## config.mk

```make
export PLATFORM = sky130hd
export DESIGN_NAME = spi_mac_slave
export DESIGN_NICKNAME = d
export VERILOG_FILES = /design/src/rtl/spi_mac_slave.sv
export SDC_FILE = /design/constraint.sdc
export NUM_CORES = 2
export LEC_CHECK = 0
export CAP_MARGIN = 20
export CORE_ASPECT_RATIO = 1.25
export CORE_MARGIN = 3
export CORE_UTILIZATION = 66
export CTS_BUF_LIST = sky130_fd_sc_hd__clkbuf_16
export CTS_CLUSTER_SIZE = 28
export DETAILED_ROUTE_END_ITERATION = 10
export DONT_BUFFER_PORTS = 1
export PLACE_DENSITY = 0.87
export SLEW_MARGIN = 10
export SYNTH_ARGS = -nofsm -noshare
export SYNTH_HDL_FRONTEND = slang
export SYNTH_SLANG_ARGS = --single-unit
```

## constraint.sdc

```tcl
create_clock -name clk -period 16.44 [get_ports clk]
set_input_delay 3.288 -clock clk [delete_from_list [all_inputs] [get_ports clk]]
set_output_delay 3.288 -clock clk [all_outputs]
set_load 0.01 [all_outputs]
```

## src/rtl/spi_mac_slave.sv

```systemverilog
`timescale 1ns/1ps
// spi_mac_slave
//   SPI slave (oversampled on clk) fronting a coefficient bank, a sample bank
//   and a sequential multiply-accumulate engine. Frames are MSB first:
//   RW, BANK, ADDR[ADDR_W-1:0], DATA[DATA_W-1:0]. A start request computes
//   sum(coef[i]*sample[i]), rounds/truncates FRAC_W bits and saturates.
//
// Ports
//   clk        system clock (>= 8x SPI_clk)
//   rst        asynchronous reset, active-high
//   SPI_clk    serial clock, async to clk
//   SPI_en     chip select, active-low
//   SPI_data   MOSI, sampled on SPI_clk rising edge
//   SPI_RD     MISO, updated after SPI_clk falling edge
//   aluop_st   MAC start level, sampled every clk while idle
//   round_mode 0 = truncate, 1 = round half-up (latched with aluop_st)
//   mac_busy   MAC engine running
//   mac_done   one-cycle pulse when result updates
//   result     last saturated MAC result
//   wr_drop    one-cycle pulse when a write frame is discarded (MAC busy)
module spi_mac_slave #(
  parameter int ADDR_W = 3,
  parameter int DATA_W = 19,
  parameter int FRAC_W = 8
) (
  input  logic                     clk,
  input  logic                     rst,
  input  logic                     SPI_clk,
  input  logic                     SPI_en,
  input  logic                     SPI_data,
  output logic                     SPI_RD,
  input  logic                     aluop_st,
  input  logic                     round_mode,
  output logic                     mac_busy,
  output logic                     mac_done,
  output logic signed [DATA_W-1:0] result,
  output logic                     wr_drop
);

  localparam int FRAME_LEN = 2 + ADDR_W + DATA_W;
  localparam int DEPTH     = 2 ** ADDR_W;
  localparam int PROD_W    = 2 * DATA_W;
  localparam int ACC_W     = 2 * DATA_W + ADDR_W;
  localparam int CNT_W     = $clog2(FRAME_LEN + 1);
  localparam int RDC_W     = $clog2(DATA_W + 1);
  localparam int HDR_LAST  = 1 + ADDR_W;

  localparam logic signed [ACC_W-1:0] HALF_LSB = ACC_W'(longint'(1) << (FRAC_W - 1));
  localparam logic signed [ACC_W-1:0] SAT_MAX  = ACC_W'((longint'(1) << (DATA_W - 1)) - 1);
  localparam logic signed [ACC_W-1:0] SAT_MIN  = ~SAT_MAX;

  localparam logic [1:0] S_IDLE  = 2'd0;
  localparam logic [1:0] S_ACC   = 2'd1;
  localparam logic [1:0] S_ROUND = 2'd2;

  function automatic logic signed [ACC_W-1:0] round_shift(
    input logic signed [ACC_W-1:0] a,
    input logic                    rm
  );
    logic signed [ACC_W-1:0] t;
    t = rm ? (a + HALF_LSB) : a;
    return t >>> FRAC_W;
  endfunction

  function automatic logic signed [DATA_W-1:0] saturate(
    input logic signed [ACC_W-1:0] v
  );
    if (v > SAT_MAX)      return SAT_MAX[DATA_W-1:0];
    else if (v < SAT_MIN) return SAT_MIN[DATA_W-1:0];
    else                  return v[DATA_W-1:0];
  endfunction

  // Stage p0/p1: two-flop synchronisers; p2 keeps SPI_clk history for edges
  logic spi_clk_p0, spi_clk_p1, spi_clk_p2;
  logic spi_en_p0, spi_en_p1;
  logic spi_data_p0, spi_data_p1;

  always_ff @(posedge clk or posedge rst) begin
    if (rst) begin
      spi_clk_p0  <= 1'b0;
      spi_clk_p1  <= 1'b0;
      spi_clk_p2  <= 1'b0;
      spi_en_p0   <= 1'b1;
      spi_en_p1   <= 1'b1;
      spi_data_p0 <= 1'b0;
      spi_data_p1 <= 1'b0;
    end else begin
      spi_clk_p0  <= SPI_clk;
      spi_clk_p1  <= spi_clk_p0;
      spi_clk_p2  <= spi_clk_p1;
      spi_en_p0   <= SPI_en;
      spi_en_p1   <= spi_en_p0;
      spi_data_p0 <= SPI_data;
      spi_data_p1 <= spi_data_p0;
    end
  end

  logic sclk_rise, sclk_fall;
  assign sclk_rise = spi_clk_p1 & ~spi_clk_p2;
  assign sclk_fall = ~spi_clk_p1 & spi_clk_p2;

  logic [CNT_W-1:0]          bit_cnt;
  logic [FRAME_LEN-1:0]      shreg;
  logic [FRAME_LEN-1:0]      shreg_nxt;
  logic                      commit_p;
  logic                      rd_act;
  logic [RDC_W-1:0]          rd_cnt;
  logic [DATA_W-1:0]         snap;
  logic signed [DATA_W-1:0]  coef [DEPTH];
  logic signed [DATA_W-1:0]  samp [DEPTH];

  assign shreg_nxt = {shreg[FRAME_LEN-2:0], spi_data_p1};

  // Header fields as seen at the edge capturing the last address bit
  logic              hdr_rw, hdr_bank;
  logic [ADDR_W-1:0] hdr_addr;
  assign hdr_rw   = shreg_nxt[HDR_LAST];
  assign hdr_bank = shreg_nxt[ADDR_W];
  assign hdr_addr = shreg_nxt[ADDR_W-1:0];

  // Fields of a completed frame, used in the commit cycle
  logic                     wr_rw, wr_bank;
  logic [ADDR_W-1:0]        wr_addr;
  logic signed [DATA_W-1:0] wr_data;
  assign wr_rw   = shreg[FRAME_LEN-1];
  assign wr_bank = shreg[FRAME_LEN-2];
  assign wr_addr = shreg[DATA_W+ADDR_W-1:DATA_W];
  assign wr_data = shreg[DATA_W-1:0];

  // Stage frame: bit capture, read snapshot and MISO shifter
  always_ff @(posedge clk or posedge rst) begin
    if (rst) begin
      bit_cnt  <= '0;
      shreg    <= '0;
      commit_p <= 1'b0;
      rd_act   <= 1'b0;
      rd_cnt   <= '0;
      snap     <= '0;
      SPI_RD   <= 1'b0;
    end else begin
      commit_p <= 1'b0;
      if (spi_en_p1) begin
        bit_cnt <= '0;
        rd_act  <= 1'b0;
        rd_cnt  <= '0;
        SPI_RD  <= 1'b0;
      end else begin
        if (sclk_rise && bit_cnt < CNT_W'(FRAME_LEN)) begin
          shreg   <= shreg_nxt;
          bit_cnt <= bit_cnt + 1'b1;
          if (bit_cnt == CNT_W'(FRAME_LEN - 1))
            commit_p <= 1'b1;
          // Result snapshot uses the pre-update value if ROUND fires now
          if (bit_cnt == CNT_W'(HDR_LAST) && hdr_rw) begin
            snap   <= hdr_bank ? result : coef[hdr_addr];
            rd_act <= 1'b1;
            rd_cnt <= '0;
          end
        end
        if (sclk_fall && rd_act) begin
          if (rd_cnt < RDC_W'(DATA_W)) begin
            SPI_RD <= snap[DATA_W-1];
            snap   <= {snap[DATA_W-2:0], 1'b0};
            rd_cnt <= rd_cnt + 1'b1;
          end else begin
            SPI_RD <= 1'b0;
          end
        end
      end
    end
  end

  // Stage commit: register-file write or drop, one cycle after last bit
  always_ff @(posedge clk or posedge rst) begin
    if (rst) begin
      for (int i = 0; i < DEPTH; i++) begin
        coef[i] <= '0;
        samp[i] <= '0;
      end
      wr_drop <= 1'b0;
    end else begin
      wr_drop <= 1'b0;
      if (commit_p && !wr_rw) begin
        if (mac_busy)     wr_drop       <= 1'b1;
        else if (wr_bank) samp[wr_addr] <= wr_data;
        else              coef[wr_addr] <= wr_data;
      end
    end
  end

  logic [1:0]               state;
  logic [ADDR_W-1:0]        idx;
  logic signed [ACC_W-1:0]  acc;
  logic                     rmode;
  logic signed [PROD_W-1:0] prod_p0;

  assign prod_p0 = PROD_W'(coef[idx]) * PROD_W'(samp[idx]);

  // Stage mac: IDLE -> ACC (DEPTH cycles) -> ROUND -> IDLE
  always_ff @(posedge clk or posedge rst) begin
    if (rst) begin
      state    <= S_IDLE;
      idx      <= '0;
      acc      <= '0;
      rmode    <= 1'b0;
      mac_busy <= 1'b0;
      mac_done <= 1'b0;
      result   <= '0;
    end else begin
      mac_done <= 1'b0;
      case (state)
        S_IDLE: begin
          if (aluop_st) begin
            rmode    <= round_mode;
            acc      <= '0;
            idx      <= '0;
            mac_busy <= 1'b1;
            state    <= S_ACC;
          end
        end
        S_ACC: begin
          acc <= acc + ACC_W'(prod_p0);
          idx <= idx + 1'b1;
          if (idx == ADDR_W'(DEPTH - 1))
            state <= S_ROUND;
        end
        S_ROUND: begin
          result   <= saturate(round_shift(acc, rmode));
          mac_done <= 1'b1;
          mac_busy <= 1'b0;
          state    <= S_IDLE;
        end
        default: state <= S_IDLE;
      endcase
    end
  end

endmodule

```

==> results.txt <==
CTS placed an instance of sky130_fd_sc_hd__clkbuf_16 at the clock tree root. The slew at the pin with the worst max-slew slack was 1.14 ns; the area overhead of the layout relative to synthesis was 6.37%. The worst-case IR drop observed on VDD is 0.118 mV. For the total global routing overflow, the log shows 0. The tool flagged a number of max-cap violations equal to 0. The top achievable clock speed came out at 100 MHz. When the netlist entered floorplanning its net count stood at 3,829. The routed wire length was 98,300 um.

The initial utilization of the core area, before any placement, comes to 67.2%. Counting distinct cell types in the post-synthesis netlist gives 70. Critical setup path kind: reg -> reg. The biggest cell delay along the critical path is 0.91 ns, and the fraction of synthesis flops using an asynchronous set or reset pin is 100%.

The layout has 3,620 filler cells. Area used by sequential logic in the layout: 0.0109 mm^2. The run gives 0 as the number of pins with negative max-slew slack in the final report.

During placement, the flow inserted port buffers numbering 0. The post-cts gate resize count is 0, and the overall via count from detail_route is 25,000. Sequential cells were found to cover 30.0% of the synthesized design area. Ranked by instance count, the synthesized netlist is headed by 590 x sky130_fd_sc_hd__inv_1, 434 x sky130_fd_sc_hd__dfrtp_1, 433 x sky130_fd_sc_hd__fa_1, 373 x sky130_fd_sc_hd__mux2_2, 258 x sky130_fd_sc_hd__nand2_1. The die is 216 um wide.

After synthesis, the cell types taking the most area are sky130_fd_sc_hd__dfrtp_1 30%, sky130_fd_sc_hd__fa_1 24%, sky130_fd_sc_hd__mux2_2 12%. The first global-routing pass estimated 155,000 um of wire. The start point of the worst hold path is spi_en_p0. The worst register-to-register path begins at idx[0]. The tools report the launching element type of the critical path as a flop. The initialized floorplan defines 95 standard-cell rows. In this run the tightest slew margin relative to its limit is 21.9%. The number of flops mapped to enable cells by yosys was 0; the area of combinational cells with multiple inputs was 0.0228 mm^2.

The number of levels in the clock H-tree was 2. The mean area per synthesized cell came out at 11.2 um^2. Across every metal layer, demand over resource in global routing totals 35.0%. The flow ran to the end, and the final reports show no timing, DRC or antenna violations.

The highest fanout seen on the critical path works out to 45. The initial antenna violation count was 1; the gate count of the mapped netlist was 3,253. The floorplan step defined a core boundary enclosing 0.0542 mm^2. Entering global routing, the biggest net connects 102 pins.

Among all flip-flop cells after synthesis, the most frequent one is sky130_fd_sc_hd__dfrtp_1. Cell type of the slowest stage on the worst timing path: sky130_fd_sc_hd__dfrtp_4. The most common cell in the synthesized netlist is sky130_fd_sc_hd__inv_1. Across all hold checks on the routed design, the worst slack comes to 0.362 ns. The via density per instance was 6.30; the number of remaining DRC errors was 0.

Summed over all cells, the static leakage comes to 19.2 nW. The path class of the tightest hold or removal check is reg -> reg. In the final routed layout, each cell accounts on average for 24.8 um. Via count of the first global-routing pass: 27,800. Summed over all instances, the cell type with the most area after synthesis is sky130_fd_sc_hd__dfrtp_1. Synthesis inferred 436 register bits. The later pin in the worst-skew pair is clocked with a latency of 0.61 ns. The count of synthesis-stage warnings from yosys was 0.

Setup violations remaining at the end of the flow were counted as 0. The arrival time of the worst setup path is 10.48 ns, and the final worst-path cycle share is 60.8%. TritonCTS built the clock tree. The critical path starts at idx[0].

The number of DRC markers after the initial detailed-route iteration is 2,195. The power density of the placed cells was 82.5 mW/mm^2. Across the routed clock network, the largest skew measured is 0.0162 ns. The number of buffers added to fix hold violations after cts came out at 0. In this run the cell area of the synthesized design comes to 0.0364 mm^2. After synthesis, the largest area contributor takes up 29.8% of total cell area. Counting both buffers and inverters, the worst setup path holds a total of 5. Setup repair after global routing left no endpoint under its margin.

Pin placement for this block handled 30 I/O pins. Subtracting the final worst setup slack from the clock period gives 10.0 ns. For the number of clock buffers inserted by TritonCTS, the log shows 45. Detailed placement finished with a half-perimeter wire length of 71,800 um.

Most repeated library cell on the critical path: sky130_fd_sc_hd__fa_1. Clock tree synthesis found a total of 436 sinks. The required time at the endpoint of the critical path was 16.92 ns; the die outline area was 0.0580 mm^2. The fraction of layout cells with a size suffix above 1 came out at 19.6%.

The type of destination of the critical path is a flop. The logs give 3,790 for the total number of nets in the final design and 0 for the remaining number of nets flagged by the antenna check after routing. In the final timing run, aggregate negative setup slack is 0 ns.

The tools report the buffer count from post-CTS setup fixing as 0. The clock passes through at most 3 buffers. The kind of cell adding the most delay to the critical path was adder cells. For the placer's final routability congestion estimate, the log shows 1.02.

The first TritonRoute pass finished after 5 iterations. The post-CTS clock slew at the launch and capture registers of the worst setup and hold paths was 0.06 ns; the overall die height was 269 um. The tools report the count of final hold-check violations as 0.
-- cells in the final DEF (no fill, tap or decap), types with 7 or more instances in the layout --
cell / n
sky130_fd_sc_hd__inv_1: 604
sky130_fd_sc_hd__fa_1: 433
sky130_fd_sc_hd__dfrtp_1: 428
sky130_fd_sc_hd__mux2_2: 373
sky130_fd_sc_hd__nand2_1: 258
sky130_fd_sc_hd__nor2_1: 250
sky130_fd_sc_hd__ha_1: 136
sky130_fd_sc_hd__mux4_2: 114
sky130_fd_sc_hd__o21ai_0: 76
sky130_fd_sc_hd__a21oi_1: 51
sky130_fd_sc_hd__mux2i_1: 50
sky130_fd_sc_hd__buf_4: 48
sky130_fd_sc_hd__clkbuf_16: 46
sky130_fd_sc_hd__xnor2_1: 35
sky130_fd_sc_hd__xor2_1: 28
sky130_fd_sc_hd__o21a_1: 25
sky130_fd_sc_hd__nand3_1: 22
sky130_fd_sc_hd__nor3_1: 18
sky130_fd_sc_hd__nand2b_1: 17
sky130_fd_sc_hd__nand4_1: 13
sky130_fd_sc_hd__a21o_1: 11
sky130_fd_sc_hd__and3_1: 11
sky130_fd_sc_hd__a22oi_1: 11
sky130_fd_sc_hd__o21ai_1: 11
sky130_fd_sc_hd__and2_1: 9
sky130_fd_sc_hd__nor2_2: 8
sky130_fd_sc_hd__a32o_1: 7
sky130_fd_sc_hd__o21bai_1: 7
sky130_fd_sc_hd__clkinv_1: 7
-- per-stage QoR --
stage / total power, mW / cell area, um^2 / setup WS (ns) / std cells / util, %
after floorplan: 1.96 / 36400 / 1.01 / 3253 / -
after global placement: 2.19 / 37200 / 6.59 / 3884 / 68.6
after detailed placement: 2.24 / 37300 / 6.49 / 3887 / 68.8
after CTS: 3.20 / 38600 / 6.42 / 3962 / 71.2
after global routing: 3.35 / 38700 / 5.95 / 3969 / 71.5
final: 3.19 / 38700 / 6.44 / 3970 / 71.5
-- flip-flops by register name, summed over array words and instances (netlist names) --
| name | cells |
|---|---|
| SPI_RD | 1 |
| acc | 41 |
| bit_cnt | 5 |
| coef | 152 |
| commit_p | 1 |
| idx | 3 |
| mac_busy | 1 |
| mac_done | 1 |
| rd_act | 1 |
| rd_cnt | 5 |
| result | 19 |
| rmode | 1 |
| samp | 152 |
| shreg | 24 |
| snap | 19 |
| spi_clk_p0 | 1 |
| spi_clk_p1 | 1 |
| spi_clk_p2 | 1 |
| spi_data_p0 | 1 |
| spi_data_p1 | 1 |
| spi_en_p0 | 1 |
| spi_en_p1 | 1 |
| state | 2 |
| wr_drop | 1 |
-- per-layer routing --
layer	wire length [um]	vias up	GRT usage (%)
met4	5980	2	19.3
met1	36000	13000	42.3
met2	48700	1179	59.7
met3	7640	335	6.81
met5	13	-	0
li1	-	10500	-
-- where the power goes --
group,switching (mW),internal (mW),leakage [nW]
combinational,0.473,0.355,12.5
sequential,0.254,1.15,5.99
clock,0.434,0.528,0.705
-- worst paths after layout --
check                       endpoint  cells after the start  slack, ns
setup / recovery             acc[29]                     25       6.44
setup reg to reg             acc[29]                     25       6.44
max in group asynchronous  coef[145]                      4      11.83
hold reg to reg            spi_en_p1                      0       0.36
hold / removal             spi_en_p1                      0       0.36
min in group asynchronous   samp[79]                      1       2.62
-- logic make-up after synthesis --
group,after synthesis,synth area share (%)
buffers and inverters,732,7.60
XOR/XNOR,63,1.52
adder cells (fa/ha/maj),569,28.5
flip-flops,436,30.0
AND/OR/NAND/NOR,649,7.68
AO/OA/AOI/OAI,262,4.66
multiplexers,542,20.1
-- layout make-up --
| type | count | share of cell area (%) |
|---|---|---|
| clock inverters | 30 | 0.565 |
| flip-flops and latches | 436 | 28.2 |
| diodes | 1 | 0.00646 |
| repair buffers | 56 | 1.37 |
| inverters | 590 | 5.74 |
| clock buffers | 45 | 2.91 |
| well taps | 727 | 2.35 |
| multi-input cells | 2085 | 58.9 |
No activity file was read; power rests on OpenSTA's default activity.
